[config.mk]
export PLATFORM = sky130hd
export DESIGN_NAME = hazard_scoreboard
export DESIGN_NICKNAME = d
export VERILOG_FILES = /design/src/rtl/hazard_scoreboard.sv
export SDC_FILE = /design/constraint.sdc
export NUM_CORES = 1
export LEC_CHECK = 0
export BUFFER_PORTS_ARGS = -buffer_cell sky130_fd_sc_hd__buf_2
export CORE_MARGIN = 4
export CORE_UTILIZATION = 48
export DETAILED_ROUTE_END_ITERATION = 8
export PLACE_DENSITY = 0.8
export SLEW_MARGIN = 20
export SYNTH_ARGS = -nofsm -noshare
export SYNTH_HDL_FRONTEND = slang
export SYNTH_SLANG_ARGS = --single-unit
[constraint.sdc]
create_clock -name clk -period 5.1 [get_ports clk]
set_clock_uncertainty 0.2 [all_clocks]
set_input_delay 0.765 -clock clk [delete_from_list [all_inputs] [get_ports clk]]
set_output_delay 0.765 -clock clk [all_outputs]
set_load 0.01 [all_outputs]
[src/rtl/hazard_scoreboard.sv]
// hazard_scoreboard: scoreboard-based stall/forward/flush controller for the ID stage
module hazard_scoreboard #(
  parameter int REG_AW      = 3,
  parameter int DEPTH       = 3,
  parameter int FWD_EN      = 1,
  parameter int LOAD_READY  = 1,
  parameter int FLUSH_DEPTH = 1,
  parameter int CNT_W       = 16
) (
  input  logic                       clk,
  input  logic                       rst,
  input  logic                       id_valid,
  input  logic [REG_AW-1:0]          id_rs,
  input  logic                       id_rs_use,
  input  logic [REG_AW-1:0]          id_rt,
  input  logic                       id_rt_use,
  input  logic [REG_AW-1:0]          id_rd,
  input  logic                       id_reg_write,
  input  logic                       id_is_load,
  input  logic                       flush,
  output logic                       stall,
  output logic                       pc_we,
  output logic                       if_id_we,
  output logic                       id_ex_bubble,
  output logic [$clog2(DEPTH+1)-1:0] fwd_sel_a,
  output logic [$clog2(DEPTH+1)-1:0] fwd_sel_b,
  output logic [CNT_W-1:0]           stall_cnt
);
  localparam int SW = $clog2(DEPTH+1);
  typedef struct packed {
    logic              v;
    logic [REG_AW-1:0] rd;
    logic              ld;
  } slot_t;
  slot_t [DEPTH-1:0] slot_q, slot_d;
  logic [CNT_W-1:0]  cnt_q, cnt_d;
  logic [SW-1:0]     sel_a, sel_b;
  logic              hit_a, hit_b, lu_a, lu_b, hazard, issue;
  // youngest-match search: scan oldest to youngest so the youngest hit overwrites
  always_comb begin
    hit_a = 1'b0;
    hit_b = 1'b0;
    lu_a  = 1'b0;
    lu_b  = 1'b0;
    sel_a = '0;
    sel_b = '0;
    for (int i = DEPTH-1; i >= 0; i--) begin
      if (id_rs_use && slot_q[i].v && slot_q[i].rd == id_rs) begin
        hit_a = 1'b1;
        sel_a = SW'(i+1);
        lu_a  = slot_q[i].ld && (i < LOAD_READY);
      end
      if (id_rt_use && slot_q[i].v && slot_q[i].rd == id_rt) begin
        hit_b = 1'b1;
        sel_b = SW'(i+1);
        lu_b  = slot_q[i].ld && (i < LOAD_READY);
      end
    end
  end
  assign hazard       = (FWD_EN != 0) ? (lu_a | lu_b) : (hit_a | hit_b);
  assign stall        = id_valid & hazard & ~flush;
  assign id_ex_bubble = id_valid & (hazard | flush);
  assign pc_we        = ~stall;
  assign if_id_we     = ~stall;
  assign fwd_sel_a    = (FWD_EN != 0) ? sel_a : '0;
  assign fwd_sel_b    = (FWD_EN != 0) ? sel_b : '0;
  assign issue        = id_valid & ~stall & ~flush;
  assign stall_cnt    = cnt_q;
  // shift the scoreboard, then kill the youngest slots on a flush
  always_comb begin
    slot_d    = '0;
    slot_d[0] = (issue && id_reg_write) ? {1'b1, id_rd, id_is_load} : '0;
    for (int i = 1; i < DEPTH; i++) slot_d[i] = slot_q[i-1];
    for (int i = 0; i < FLUSH_DEPTH && i < DEPTH; i++) slot_d[i] = flush ? '0 : slot_d[i];
    cnt_d = (stall && cnt_q != '1) ? cnt_q + 1'b1 : cnt_q;
  end
  // state registers with synchronous reset
  always_ff @(posedge clk) begin
    slot_q <= rst ? '0 : slot_d;
    cnt_q  <= rst ? '0 : cnt_d;
  end
endmodule

# After elaboration in Yosys (flattened, before gate mapping)
# Cells that the tools add are included.
dict set report word_totals {
  regBits 29
  latchBits 0
  ramBits 0
  romBits 0
  n_memories 0
}
dict set report classes {
  addsub 1
  n_mul 0
  n_div 0
  magnitude_cmp 0
  n_eq_ne 7
  shift 0
  muxes 9
  bitwise_logic 10
  n_reduce_logical 16
}
# cell n
set ops {}
lappend ops {{$eq 3x3->1} 6}
lappend ops {{$add 16x1->16 const B} 1}
lappend ops {{$ne 16x16->1 const B} 1}
lappend ops {{$logic_and 1x1->1} 14}
lappend ops {{$mux 2} 6}
lappend ops {{$and 1x1->1} 5}
lappend ops {{$mux 5} 1}
lappend ops {{$not 1->1} 3}
lappend ops {{$reduce_or 3->1} 1}
lappend ops {{$mux 1} 2}
lappend ops {{$or 1x1->1} 2}
lappend ops {{$reduce_or 2->1} 1}

# Longest topological paths before layout
dict set report logic_depth {
  depth_word 12
  depth_mapped 7
  mapped_depth_nobuf 5
}

# Worst setup path after synthesis
# No wires, ideal clock.
dict set report synth_path {
  kind {input port to output port}
  startpoint {input id_rt[2]}
  endpoint {output pc_we}
  t_arrival_ns 2.019
  required_time_ns 4.135
  path_slack_ns 2.116
  stages 6
  cell_sequence {xor2_1 -> nor4_2 -> o211ai_2 -> buf_6 -> clkbuf_1 -> buf_4}
}
dict set report synth_via {
  elab_chain_cells 7
}
# element line_no
set synth_lines {}
lappend synth_lines {{from (decl)} 15} ;# input logic [REG_AW-1:0] id_rt,
lappend synth_lines {{$eq 3x3->1} 53} ;# if (id_rt_use && slot_q[i].v && slot_q[i].rd == id_rt) begin
lappend synth_lines {{$logic_and 1x1->1} 53}
lappend synth_lines {{$mux 1} 53}
lappend synth_lines {{$or 1x1->1} 60} ;# assign hazard = (FWD_EN != 0) ? (lu_a | lu_b) : (hit_a | hit_b);
lappend synth_lines {{$and 1x1->1 (2 in series)} 61} ;# assign stall = id_valid & hazard & ~flush;
lappend synth_lines {{$not 1->1} n/a}
lappend synth_lines {{to (decl)} 22} ;# output logic pc_we,
# No other way between the ends.

# Worst setup path after layout
dict set report layout_path {
  startpoint {input id_rt[2]}
  endpoint {output id_ex_bubble}
}
dict set report layout_via {
  elab_chain_cells 6
}
# element line_no
set layout_lines {}
lappend layout_lines {{$eq 3x3->1} 53}
lappend layout_lines {{$logic_and 1x1->1} 53}
lappend layout_lines {{$mux 1} 53}
lappend layout_lines {{$or 1x1->1} 60}
lappend layout_lines {{$or 1x1->1} 62} ;# assign id_ex_bubble = id_valid & (hazard | flush);
lappend layout_lines {{$and 1x1->1} 62}
lappend layout_lines {{to (decl)} 24} ;# output logic id_ex_bubble,
# No other way between the ends.

==> impl_results.md <==
- Critical Path Sink Type: primary output
- Register area: 581 µm²
- Row count: 20
- Worst path most repeated cell: buf_2
- Sequential area share after synthesis: 0.371
- Fin crit share: 0.626
- Syn nets: ~190
- Multi-input gate area: 940 µm²
- Final Util: 0.608
- Area grow syn2layout: 19.6%
- Antenna violations before repair: 0
- Number of routed nets with antenna violations: 0
- Synth top area share: 0.371
- Final #Nets: around 230
- TritonCTS Buffers: 5
- Wirelength, routed: 3400 µm
- Hold Worst Slack: 0.287 ns
- Starting Density: 0.509
- Post-CTS Setup Inserts: 0
- Static leakage: 0.000781 µW
- 1st-iter DRT viols: 52
- Clock Path Buffers: 2
- RSZ-0062 raised after global routing: no
- Max Fanout on Critical Path: 3
- Largest net degree at the start of global routing: 28
- Synthesized area: 0.00157 mm²
- Clock Latency Late Sink: approximately 0.33 ns
- CP Data Required Time: 4.14 ns
- Critical-path top delay cell: or4_1
- Worst hold path class: reg2reg
- Clk root buf: clkbuf_4
- Vias in the first global route: ~1.3k
- Antenna cells: 0
- Worst EP arrival: roughly 2.2 ns
- Die area: 0.00424 mm²
- Clock power share: 0.443
- Leading area contributor after synthesis: dfxtp_1
- Post-synth EDFFs: 0
- Critical Path Source Type: input pin
- Most frequent cells in the layout: buf_2, dfxtp_1, xor2_1
- Critical path class: in2out
- Status: completed
- Yosys warns: 0
- Post-synthesis cell count: 173
- Hold bufs inserted after CTS: 0
- Final HPWL DP: 2570 µm
- Ports: a little over 40
- Async SR Flop Fraction: 0
- I/O Buffers: 40
- TritonCTS clock tree: done
- Critical-path cell list: buf_2 -> xor2_1 -> or4_1 -> a21boi_0 -> o21a_1 -> buf_2
- Top cells by area, synth: dfxtp_1, xor2_1, nor2b_1
- Seq cells post-synth: 29
- Ys flop type: dfxtp_1
- H-Tree Depth: 2
- Grt ovf: 0
- DR vias/cell: 5.43
- Relative slew slack: 0.490
- Tmin final: 3.19 ns
- Clock slew at reported path FFs: roughly 0.1 ns
- Die height: 65.1 µm
- Via count: 1402
- First-pass detailed-route iteration total: 4
- Unique cell type count in the Yosys netlist: 43
- Residual DRC count: 0
- Least-Margin Pin Slew: 0.755 ns
- Power Density: 244 mW/mm²
- Final Hold Vio Count: 0
- Commonest non-fill, non-tap cell in the layout: buf_2
- Maximum clock rate: 313 MHz
- Sw Ratio: 0.223
- Gr usage total: 0.176
- Chip width: 65.1 µm
- Final setup violating endpoints: 0
- Share of layout cells above drive strength 1: 0.276
- Drt wl/cell: 13.2 µm
- Slowest stage delay, CP: 0.61 ns
- Post-cts sizing count: 0
- Comb pwr share: 0.056
- GPL Wtd Cong: 0.852
- VDD IR max: 0.141 mV
- # clock sinks: 29
- Syn Area/Cell: 9.05 µm²
- Part of the power in registers: 0.501
- Max Cap Violations: 0
- P_int: 355 µW
- Net load switching power: around 100 µW
- Fillers: between 200 and 300
- Pins Over Slew Limit: 0
- Setup Total Neg Slack: 0 ns
- First-pass GRT wire length: 5710 µm
- Core ar.: 0.00308 mm²
==> power groups by stage <==
stage               combinational [µW]  sequential (µW)  clock [µW]
global route                      28.5              229         216
CTS                               25.6              229         207
detailed placement                25.5              234           0
floorplan                         14.0              234           0
finish                            25.5              229         202
global placement                  25.0              234           0
==> layer usage <==
layer | up-vias | global-route usage | part of all wire
li1 | 718 | - | -
met4 | 0 | 0.0751 | 0.022
met2 | 32 | 0.289 | 0.47
met3 | 8 | 0.0547 | 0.061
met5 | - | 0 | 0
met1 | 644 | 0.212 | 0.45
==> final timing paths <==
check                  start            to  slack (ns)  depth (start not counted)
setup / recovery    id_rt[2]  id_ex_bubble        1.91                          6
hold / removal    slot_d[14]    slot_q[14]        0.29                          1
setup reg to reg   slot_d[8]  stall_cnt[9]        2.66                          5
hold reg to reg   slot_d[14]    slot_q[14]        0.29                          1
==> layout make-up <==
| type | instances | area share |
|---|---|---|
| clock buffers | 6 | 0.0274 |
| multi-input cells | 135 | 0.502 |
| flip-flops and latches | 29 | 0.310 |
| clock inverters | 2 | 0.0201 |
| well taps | 44 | 0.0294 |
| inverters | 2 | 0.00401 |
| repair buffers | 40 | 0.107 |
==> registers in the layout, indices dropped and copies added, names as in the netlist <==
| name | flops |
|---|---|
| slot_d | 9 |
| slot_q | 4 |
| stall_cnt | 16 |
==> per-stage QoR <==
| stage | setup WS (ns) | total power, µW | std cells | area, µm² |
|---|---|---|---|---|
| after floorplan | 2.12 | 248 | 173 | 1570 |
| final | 1.91 | 457 | 258 | 1870 |
| after global routing | 1.79 | 474 | 258 | 1870 |
| after detailed placement | 1.91 | 260 | 250 | 1780 |
| after global placement | 1.93 | 259 | 250 | 1780 |
| after CTS | 1.91 | 462 | 258 | 1870 |
==> kinds of logic after synthesis <==
family / synth area share
AOI/OAI and AO/OA: 0.169
DFF: 0.371
buffers and inverters: 0.0288
adders and majority gates: 0.00799
xor gates and xnor gates: 0.106
muxes: 0.0168
and+or+nand+nor: 0.300
==> cells in the mapped netlist (2+ instances only) <==
master / n
and2_1: 7
nor4_2: 2
nor2b_1: 11
nand3_1: 7
inv_1: 2
o21ai_0: 5
nor2_1: 9
or4_1: 5
and3_1: 3
nand4_1: 4
or3_1: 3
xor2_1: 14
nor3_1: 5
and4_1: 4
a21oi_1: 12
o31ai_1: 6
o41ai_1: 2
a21boi_0: 2
xnor2_1: 5
nand4b_1: 2
dfxtp_1: 29
nand2_1: 9
clkbuf_1: 5
==> worst max-delay path, delay by kind of cell <==
kind / cells / cell delay (ns)
buffers and inverters: 2 / 0.24
XOR/XNOR: 1 / 0.17
AO/OA/AOI/OAI: 2 / 0.43
AND/OR/NAND/NOR: 1 / 0.61
Power figures use the tool's default switching activity.
